--- src/rtl/gray_pkg.sv ---
// Shared Gray-code helpers for counters and pointer synchronisers.
// Helpers work on a fixed 32-bit word; callers zero-extend in and truncate out with casts.
package gray_pkg;

  localparam int unsigned MaxWidth = 32;

  typedef logic [MaxWidth-1:0] word_t;

  function automatic word_t bin2gray(input word_t b);
    return b ^ (b >> 1);
  endfunction

  // Gray encoding of the all-ones binary value: MSB set, everything else clear.
  function automatic word_t gray_max(input int unsigned width);
    return word_t'(1) << (width - 1);
  endfunction

endpackage

--- src/rtl/gray_to_bin.sv ---
// Combinational Gray-to-binary decoder (prefix XOR from the MSB down).
module gray_to_bin #(
  parameter int unsigned WIDTH = 3
) (
  input  logic [WIDTH-1:0] gray,
  output logic [WIDTH-1:0] bin
);

  for (genvar i = 0; i < WIDTH; i++) begin : g_bit
    assign bin[i] = ^gray[WIDTH-1:i];
  end

endmodule

--- src/rtl/gray_counter_n.sv ---
// WIDTH-bit up/down Gray counter with clear, Gray-coded load and wrap flags.
// Binary and Gray copies are both registered so Output never passes through decode logic.
module gray_counter_n
  import gray_pkg::*;
#(
  parameter int unsigned WIDTH       = 3,  // minimum 2
  parameter bit          STICKY      = 1'b1,
  parameter int unsigned RESET_VALUE = 0
) (
  input  logic             Clk,
  input  logic             Reset,
  input  logic             En,
  input  logic             Up,
  input  logic             Clear,
  input  logic             Load,
  input  logic [WIDTH-1:0] Load_Value,
  output logic [WIDTH-1:0] Output,
  output logic [WIDTH-1:0] Bin_Output,
  output logic             Overflow,
  output logic             Underflow
);

  localparam logic [WIDTH-1:0] ResetBin  = WIDTH'(RESET_VALUE);
  localparam logic [WIDTH-1:0] ResetGray = WIDTH'(bin2gray(word_t'(ResetBin)));
  localparam logic [WIDTH-1:0] GrayMax   = WIDTH'(gray_max(WIDTH));

  logic [WIDTH-1:0] load_bin;
  logic [WIDTH-1:0] b_q, b_d;
  logic [WIDTH-1:0] g_q, g_d;
  logic             ovf_q, ovf_d;
  logic             unf_q, unf_d;

  gray_to_bin #(
    .WIDTH(WIDTH)
  ) u_load_dec (
    .gray(Load_Value),
    .bin (load_bin)
  );

  always_comb begin
    b_d   = b_q;
    g_d   = g_q;
    // Non-sticky flags fall back to zero on every edge unless a wrap re-asserts them.
    ovf_d = STICKY & ovf_q;
    unf_d = STICKY & unf_q;
    if (Clear) begin
      b_d   = '0;
      g_d   = '0;
      ovf_d = 1'b0;
      unf_d = 1'b0;
    end else if (Load) begin
      b_d = load_bin;
      g_d = Load_Value;
    end else if (En) begin
      if (Up) begin
        b_d = b_q + 1'b1;
        if (g_q == GrayMax) ovf_d = 1'b1;
      end else begin
        b_d = b_q - 1'b1;
        if (b_q == '0) unf_d = 1'b1;
      end
      g_d = WIDTH'(bin2gray(word_t'(b_d)));
    end
  end

  always_ff @(posedge Clk or negedge Reset) begin
    if (!Reset) begin
      b_q   <= ResetBin;
      g_q   <= ResetGray;
      ovf_q <= 1'b0;
      unf_q <= 1'b0;
    end else begin
      b_q   <= b_d;
      g_q   <= g_d;
      ovf_q <= ovf_d;
      unf_q <= unf_d;
    end
  end

  assign Output     = g_q;
  assign Bin_Output = b_q;
  assign Overflow   = ovf_q;
  assign Underflow  = unf_q;

endmodule

--- config.mk ---
export PLATFORM = sky130hd
export DESIGN_NAME = gray_counter_n
export DESIGN_NICKNAME = d
export VERILOG_FILES = /design/src/rtl/gray_pkg.sv /design/src/rtl/gray_to_bin.sv /design/src/rtl/gray_counter_n.sv
export SDC_FILE = /design/constraint.sdc
export NUM_CORES = 1
export LEC_CHECK = 0
export ABC_AREA = 1
export ABC_CLOCK_PERIOD_IN_PS = 3600
export BUFFER_PORTS_ARGS = -buffer_cell sky130_fd_sc_hd__buf_2
export CAP_MARGIN = 30
export CORE_AREA = 2 2 39 41
export CTS_BUF_LIST = sky130_fd_sc_hd__clkbuf_4
export DETAILED_ROUTE_END_ITERATION = 7
export DIE_AREA = 0 0 41 43
export PLACE_DENSITY = 0.71
export SETUP_SLACK_MARGIN = 0.02
export SLEW_MARGIN = 25
export SYNTH_ARGS = -nofsm -noshare
export SYNTH_HDL_FRONTEND = slang
export SYNTH_HIERARCHICAL = 1
export SYNTH_SLANG_ARGS = --single-unit
--- constraint.sdc ---
create_clock -name Clk -period 3.6 [get_ports Clk]
set_input_delay 0 -clock Clk [delete_from_list [all_inputs] [get_ports Clk]]
set_output_delay 0 -clock Clk [all_outputs]
set_load 0.005 [all_outputs]
# After elaboration in Yosys (flattened, before gate mapping)

Index checks and enable logic that the tools add are counted.

Bits in latches: 0
Input port bits: 9
ROM bits: 0
Memories: 0
Logic and storage cells: 40
Output and inout port bits: 8
Flip-flop bits (word level): 8
RAM bits: 0

Multiply operators: 0
Equality and inequality tests: 3
Add/sub/neg operators: 2
$lt $le $gt $ge: 0
Bitwise gates (word level): 1
Multiplexer cells: 20
Shift operators: 0
Div/mod/pow operators: 0
Reduce and logical (&&, ||, !) cells: 10

Operators with widths:

| kind                                                                     | count |
|---|---|
| 3-bit two-way mux                                                        | 10 |
| 1-bit two-way mux                                                        | 10 |
| 4-bit AND reduction                                                      | 2 |
| 2-bit nonzero test                                                       | 4 |
| 3-bit by 1-bit adder with 3-bit output (second input constant)           | 1 |
| 3-bit equality test (second input constant)                              | 1 |
| 3-bit zero test                                                          | 1 |
| 3-bit nonzero test                                                       | 1 |
| 3-bit XOR reduction                                                      | 1 |
| 3-bit by 1-bit subtractor with 3-bit output (second input constant)      | 1 |
| 3-bit by 2-bit XOR with 3-bit output                                     | 1 |
| 2-bit by 1-bit inequality test with 1-bit output (second input constant) | 1 |
| 2-bit inequality test (second input constant)                            | 1 |
| 2-bit XOR reduction                                                      | 1 |

# Logic depth before layout (Yosys ltp)

Gate-level depths: netlist (run 1).

Depth in word-level cells: 9
Gate-level depth with buffers: 9
Depth with buffers taken out: 9

# By module

The synthesis (run 1) kept the hierarchy.

By module, submodules not included:

| module         | sequential area each (um^2) | area each (um^2) | cells an instance | times used |
|---|---|---|---|---|
| gray_counter_n | 200.2                       | 475.5            | 62                | 1 |
| gray_to_bin    | 0.0                         | 51.3             | 12                | 1 |

# Worst setup path before layout (run 1)

OpenSTA, ideal clock, no wires.

Kind: register to register
From: reg b_q[0] (netlist: Bin_Output[0])
To: reg g_q[0] (netlist: Output[0])
Required time: 3476 ps
Arrival time: 1353 ps
Path slack: 2123 ps
Stages on the path, launching flop included: 8
Clock period less this slack: 1477 ps
Path buffers: 0
Library setup time: 124 ps
Cell sequence: dfrtp_1 inv_1 fa_1 nand2_2 nand2_1 o21ai_2 o211ai_1 nand2_1

Longest elaborated chain between the ends: 9
Elaborated cells on any way between the ends: 10
Those cells by class: add/sub (2); mux (7); bitwise (1)

Ends and longest elaborated chain:

| element                                                                                                      | RTL line                                   | RTL |
|---|---|---|
| start, declared                                                                                              | gray_counter_n.sv:28                       | `logic [WIDTH-1:0] b_q, b_d;` |
| start signal, assigned                                                                                       | gray_counter_n.sv:68                       | `b_q <= ResetBin;` |
| 3-bit by 1-bit subtractor with 3-bit output / 3-bit by 1-bit adder with 3-bit output (equally long branches) | gray_counter_n.sv:59, gray_counter_n.sv:56 |  |
| 3-bit two-way mux (*)                                                                                        | gray_counter_n.sv:55                       | `if (Up) begin` |
| 3-bit two-way mux (*)                                                                                        | gray_counter_n.sv:54                       | `end else if (En) begin` |
| 3-bit two-way mux (*)                                                                                        | gray_counter_n.sv:51                       | `end else if (Load) begin` |
| 3-bit two-way mux (*)                                                                                        | gray_counter_n.sv:46                       | `if (Clear) begin` |
| 3-bit by 2-bit XOR with 3-bit output (*)                                                                     | gray_pkg.sv:10                             | `return b ^ (b >> 1);` |
| 3-bit two-way mux (*)                                                                                        | gray_counter_n.sv:54                       |  |
| 3-bit two-way mux (*)                                                                                        | gray_counter_n.sv:51                       |  |
| 3-bit two-way mux (*)                                                                                        | gray_counter_n.sv:46                       |  |
| end signal, assigned                                                                                         | gray_counter_n.sv:69                       | `g_q <= ResetGray;` |
| end signal, assigned                                                                                         | gray_counter_n.sv:74                       | `g_q <= g_d;` |
| end, declared                                                                                                | gray_counter_n.sv:29                       | `logic [WIDTH-1:0] g_q, g_d;` |

Mark *: on every way between the ends. The rest lies on a longest branch, timed or not. The select of a mux whose other input is x is not followed.
A chain may end at the register's enable or synchronous reset.

# Final worst setup path (run 1)

Ends and elaborated chain as after synthesis.

==> impl_summary.log, run 1 <==
INFO  metric post-cts-setup-buffers = 0
INFO  metric route.vias.total = 525
INFO  metric dominantRegCellSynth = dfrtp_1
INFO  metric p_leak = 0.3766 nW
INFO  metric grt_first_pass_wirelength = 1945 µm
INFO  metric cp-end-kind = flop
INFO  metric tritoncts = built
INFO  metric synth.top_cell.area_share = 38.00%
INFO  metric synth-seq-area-share = 38.00%
INFO  metric synth.largest_area_cell = dfrtp_1
INFO  metric ys_async_sr_fraction = between 90% and 100%
INFO  metric htree_num_levels = 1
INFO  metric remaining_drc_errors = 0
INFO  metric post-route-period-util = 44.27%
INFO  metric drive_above_1_share = 29.79%
INFO  metric detailedRoute.firstIterationViolations = 12
INFO  metric worstPathArrival = approximately 1700 ps
INFO  metric path_clk_slew = 60 ps
INFO  metric post-synth-top-count-cell = nand2_1
INFO  metric synth-compound-area-share = 12.59%
INFO  metric synth_enable_flop_cells = 0
INFO  metric synth_cells = 74
INFO  metric setup_tns = 0 ps
INFO  metric power_density = 383.1 nW/µm²
INFO  metric starting_utilization_of_the_core_area = 38.07%
INFO  metric grtUsageTotal = about 17%
INFO  metric grt_antenna_before_repair = 0
INFO  metric hp-class = in2reg
INFO  metric layout.cells.non_filler = 110
INFO  metric worst_path_largest_cell_delay = 500 ps
INFO  metric grt.overflow.total = 0
INFO  metric finish.utilization = 47.83%
INFO  metric io_pins = 17
INFO  metric worst-path-max-fanout = 6
INFO  metric antenna_cells = 0
INFO  metric syn-cell-area = 526.8 µm²
INFO  metric number_of_global_route_vias_before_repair = around 470
INFO  metric number_of_antenna_violating_nets_in_the_routed_design = 0
INFO  metric ys_types = 18
INFO  metric synth.cells.most_frequent = nand2_1, inv_1, dfrtp_1
INFO  metric run_status = finished clean
INFO  metric cts-buffers-inserted = 3
INFO  metric ctsLongestPathBuffers = 2
INFO  metric gp_routability_congestion = between 0.8 and 0.9
INFO  metric cts.sink_count = 8
INFO  metric post-place-cells = around 110
INFO  metric synth-simple-area-share = 34.20%
INFO  metric fmaxAchievable = between 0.6 and 0.7 GHz
INFO  metric post_route_total_power = 0.2536 mW
INFO  metric slew-limit-headroom = between 80% and 90%
INFO  metric report.final.setup_viol = 0
INFO  metric largest_family_of_logic_cells_by_synthesized_area = simple AND/OR/NAND/NOR gates
INFO  metric worstSetupStartpointType = flop
INFO  metric fillers = 143
INFO  metric timing.max_cap.violations = 0
INFO  metric synthesized_netlist_net_count = 84
INFO  metric top_post_synthesis_cells_by_area = dfrtp_1, nand2_1, inv_1, o21ai_2, nand3_1
INFO  metric fp.dieArea = 1763 µm²
INFO  metric rsz_0062_raised_after_global_routing = false
INFO  metric synth_area_per_cell = between 7 and 8 µm²
INFO  metric yosys-mux-area-fraction = 0%
INFO  metric timing.final.crit_period = around 1600 ps
INFO  metric synth-warning-count = 6
INFO  metric yosys.area_share.xor_xnor = 0%
INFO  metric cp_data_required_time = 3750 ps
INFO  metric cp_cell_sequence = inv_1 > fa_1 > nor2_1 > o21ai_2 > o211ai_1 > nand2_1
INFO  metric vdd_ir_drop_max = 0.1412 mV
INFO  metric final-hold-violation-count = 0
INFO  metric post_synth_fa_ha_maj_area_fraction = 3.800%
INFO  metric number_of_nets_in_the_finished_design = approximately 110
INFO  metric synth-seq-cells = 8
INFO  metric die_height = between 40 and 50 µm
INFO  metric clock-skew-final = 4.381 ps
INFO  metric area_growth_syn_to_layout = 25.65%
INFO  metric multi_input_area = around 270 µm²
INFO  metric floorplan.core_area = 1384 µm²
INFO  metric timing_worst_slew_pin_value = 273.1 ps
INFO  metric clkLatencyLatePin = 270 ps
INFO  metric core.rowCount = 14
INFO  metric port_buffers = 16
INFO  metric dr.pass1.iters = 4
INFO  metric ff_latch_area = 200.2 µm²
INFO  metric timing.critical_path.slowest_stage_cell = fa_1
INFO  metric drv_slew = 0
INFO  metric chipWidth = 41 µm
INFO  metric routed_wire_length_per_instance = 10.97 µm
INFO  metric detail_route.vias_per_cell = 4.773
INFO  metric grt_start_max_net_pins = 9
INFO  metric hpwl = 985.8 µm
INFO  metric root_buffer = clkbuf_4
INFO  metric routed_wirelength = 1207 µm
INFO  metric timing_worst_setup_path_type = reg2reg
[layout make-up]
class                           instances  area share (%)
Timing Repair Buffer                   18           15.12
Sequential cell                         8           30.25
Clock buffer                            3           3.403
Inverter                               14           7.940
Multi-Input combinational cell         51           40.26
Tap cell                               16           3.025
[worst max-delay path, delay by kind of cell (launching register included)]
kind | cells | cell delay, ps
compound gates | 2 | 160
fa+ha+maj | 1 | 500
buf+inv | 1 | 100
flops | 1 | 430
simple gates | 2 | 280
[path summary, 6_finish.rpt]
kind / end / slack (ps) / cells after the start / startpoint
setup reg to reg: Output[0] / 2010 / 6 / Bin_Output[0]
min in group asynchronous: Output[1] / 100 / 2 / Reset
setup / recovery: Output[0] / 2010 / 6 / Bin_Output[0]
hold reg to reg: Output[1] / 520 / 2 / Output[1]
hold / removal: Output[1] / 20 / 4 / En
max in group asynchronous: Underflow / 3330 / 2 / Reset
[sequential cells by signal, indices dropped and copies added (netlist names)]
name and flops:
Bin_Output 3, Output 3, Overflow 1, Underflow 1
[per-stage QoR]
stage	area, µm²	hold slack, ps	worst slack (ps)
2_1_floorplan	526.8	-295.6	2123
3_3_place_gp	619.3	-148.8	2083
3_5_place_dp	619.3	-149.4	2006
4_1_cts	661.9	17.52	1995
5_1_grt	661.9	42.84	1868
6_report	661.9	22.47	2006
[cell usage in the layout (no fill, tap or decap), drive strengths merged]
cell and instances:
buf 16, nand3 5, dlygate4sd3 2, o21ai 5, clkbuf 3, dfrtp 8
nand2 25, nor3 2, a21oi 2, o211ai 1, fa 1, inv 14
o22ai 2, nand4 1, nor2 7
[logic make-up (layout without fill, tap and decap cells)]
family / Yosys count / in the layout
DFF: 8 / 8
AOI/OAI and AO/OA: 10 / 10
adders and majority gates: 1 / 1
and+or+nand+nor: 40 / 40
buffers and inverters: 15 / 35
[per-layer routing]
metal	up-vias	share of wire, %	track usage, %
met5	-	0	0
li1	276	-	-
met1	232	41	19.02
met2	15	51	26.25
met3	2	5.5	5.236
met4	0	2.3	12.00
[power breakdown]
part / switching, mW / internal (mW) / total (mW)
sequential: 0.00806 / 0.0987 / 0.107
clock: 0.0375 / 0.0386 / 0.0761
combinational: 0.0407 / 0.0300 / 0.0707
total: 0.0862 / 0.167 / 0.254
[timing repair]
item	CTS	global route
gates resized for setup	0	0
endpoints found under the hold margin	10	0
hold buffers	2	0
Power figures use the tool's default switching activity.
==> inputs of run 2 (changes only) <==
- ABC_CLOCK_PERIOD_IN_PS: 3600 -> 1600
- clock period: 3.6 -> 1.6 ns (I/O delays scaled with it)
==> run 2 against run 1 <==
Effect of this change: sequential power up 120%; global-route usage down 1.4 points; sequential share of layout area down 0.34 points; register-to-register slack worse by 1800 ps; clock power up 120%; setup slack worse by 1800 ps; die area unchanged; critical endpoint unchanged; hold slack worse by 13 ps.
==> impl_summary.log, run 2 (synthesis gave the netlist of run 1 again) <==
INFO  metric run_status = finished clean
INFO  metric io_pins = 17 (unchanged)
INFO  metric starting_utilization_of_the_core_area = 38.07% (unchanged)
INFO  metric post-route-period-util = 89.86% (+46 points)
INFO  metric layout.cells.non_filler = 111 (+0.91%)
INFO  metric timing.critical_path.max_delay_family = adder cells
INFO  metric worstSetupStartpointType = flop
INFO  metric core.rowCount = 14 (unchanged)
INFO  metric cp_data_required_time = 1750 ps (-2000 ps)
INFO  metric grt_antenna_before_repair = 0 (unchanged)
INFO  metric hpwl = 997.8 µm (+1.2%)
INFO  metric clock-skew-final = 0.9406 ps (-3.440 ps)
INFO  metric r2r_cells = 6 (unchanged)
INFO  metric floorplan.core_area = 1384 µm² (unchanged)
INFO  metric timing.final.crit_period = 1438 ps (-156.0 ps)
INFO  metric worst-path-max-fanout = 3 (-3)
INFO  metric detailedRoute.firstIterationViolations = 5 (-7)
INFO  metric routed_wirelength = 1205 µm (-0.17%)
INFO  metric ff_latch_area = 200.2 µm² (unchanged)
INFO  metric fillers = 150 (+4.9%)
INFO  metric timing_worst_setup_path_type = reg2reg
INFO  metric path_clk_slew = 60 ps (about the same)
INFO  metric die_height = 43 µm (unchanged)
INFO  metric grt_first_pass_wirelength = 1835 µm (-5.7%)
INFO  metric timing.critical_path.slowest_stage_cell = fa_1
INFO  metric worstPathArrival = 1590 ps (-150 ps)
INFO  metric fp.dieArea = 1763 µm² (unchanged)
INFO  metric antenna_cells = 0 (unchanged)
INFO  metric final-hold-violation-count = 0 (unchanged)
INFO  metric r2r_setup_slack = 160 ps (-1840 ps)
INFO  metric remaining_drc_errors = 0 (unchanged)
INFO  metric route.vias.total = 540 (+2.9%)
INFO  metric worst_path_largest_cell_delay = 440 ps (-60 ps)
INFO  metric grt.overflow.total = 0 (unchanged)
INFO  metric ctsLongestPathBuffers = 2 (unchanged)
INFO  metric ff_to_ff_end = Output[0]
INFO  metric timing_worst_slew_pin_value = 298.2 ps (+25.06 ps)
INFO  metric root_buffer = clkbuf_4
INFO  metric setup_tns = 0 ps (unchanged)
INFO  metric hp-class = in2reg
INFO  metric fmaxAchievable = 0.6956 GHz (+11%)
INFO  metric detail_route.vias_per_cell = 4.865 (+1.9%)
INFO  metric drv_slew = 0 (unchanged)
INFO  metric post-place-cells = 106 (+0.95%)
INFO  metric area_growth_syn_to_layout = 27.08%
INFO  metric routed_wire_length_per_instance = 10.86 µm (-1.1%)
INFO  metric cts-buffers-inserted = 3 (unchanged)
INFO  metric number_of_nets_in_the_finished_design = 107 (+0.94%)
INFO  metric power_density = 851.6 nW/µm² (+120%)
INFO  metric cp_cell_sequence = inv_1 > fa_1 > nor2_1 > o21ai_2 > o211ai_1 > nand2_1
INFO  metric cp-end-kind = flop
INFO  metric r2r-start = Bin_Output[1]
INFO  metric drive_above_1_share = 30.53% (+0.74 points)
INFO  metric htree_num_levels = 1 (unchanged)
INFO  metric chipWidth = 41 µm (unchanged)
INFO  metric layout_commonest_cell = nand2_1
INFO  metric rsz_0062_raised_after_global_routing = false
INFO  metric multi_input_area = 266.5 µm² (unchanged)
INFO  metric number_of_antenna_violating_nets_in_the_routed_design = 0 (unchanged)
INFO  metric timing.max_cap.violations = 0 (unchanged)
INFO  metric cts_repair_resize_count = 0 (unchanged)
INFO  metric whs_endpoint = Output[0]
INFO  metric port_buffers = 16 (unchanged)
INFO  metric vdd_ir_drop_max = 0.2569 mV (+82%)
INFO  metric tritoncts = built
INFO  metric hold_path_startpoint = Load_Value[0]
INFO  metric grtUsageTotal = 15.76% (-1.4 points)
INFO  metric p_leak = 0.3817 nW (+1.3%)
INFO  metric cts.sink_count = 8 (unchanged)
INFO  metric grt_start_max_net_pins = 9 (unchanged)
INFO  metric most-common-layout-cells = nand2_1, buf_2, inv_1
INFO  metric clkLatencyLatePin = 260 ps (about the same)
INFO  metric hold_path_depth = 3 (-1)
INFO  metric slew-limit-headroom = 80.06% (-1.7 points)
INFO  metric number_of_global_route_vias_before_repair = 452 (-3.6%)
INFO  metric gp_routability_congestion = 0.8316 (+0.45%)
INFO  metric critical_path_buf_inv_count = 1 (unchanged)
INFO  metric critical_path.startpoint = Bin_Output[1]
INFO  metric dr.pass1.iters = 4 (unchanged)
INFO  metric report.final.setup_viol = 0 (unchanged)
[run 2: layout make-up]
| cell class | count | area share (%) |
|---|---|---|
| multi-input combinational | 51 | 39.81 |
| sequential | 8 | 29.91 |
| timing repair buffer | 19 | 16.07 |
| inverter | 14 | 7.850 |
| clock buffer | 3 | 3.364 |
| tap | 16 | 2.991 |
[run 2: worst max path at each step]
stage / to / depth (start not counted) / slack [ps]
after global routing: Output[1] / 8 / 60
after global placement: Output[0] / 6 / 160
after CTS: Output[0] / 6 / 140
after floorplan: Output[0] / 7 / 120
after detailed placement: Output[0] / 6 / 140
final: Output[0] / 6 / 160
[run 2: per-stage QoR]
stage	power [mW]	cell area, µm²	util [%]	hold slack (ps)	worst slack, ps
after global routing	0.6062	669.4	48.37	23.01	60.28
after floorplan	0.3399	526.8	-	-295.6	123.3
final	0.5701	669.4	48.37	9.361	162.3
after global placement	0.3996	626.9	45.30	-146.3	158.4
after detailed placement	0.4051	626.9	45.30	-147.4	144.3
after CTS	0.5738	669.4	48.37	15.61	139.3
[run 2: worst min-delay path: stages]
cell,delay (ps)
buf_2,100
o211ai_1,80
nand2_1,50
[run 2: repair_timing]
| item | in CTS | in global routing |
|---|---|---|
| buffers inserted | 0 | 0 |
| hold endpoints to repair | 10 | 0 |
| hold buffers | 2 | 0 |
[run 2: where the power goes]
group	internal, mW	total [mW]	switching, mW
Combinational	0.0707	0.167	0.0958
Clock	0.0867	0.167	0.0807
Sequential	0.222	0.236	0.0142
[run 2: per-layer routing]
layer	track usage, %	routed length, µm	vias to the layer above
li1	-	-	274
met1	19.67	521	249
met2	23.44	596	12
met3	1.571	43	5
met4	12.00	44	0
met5	0	0	-
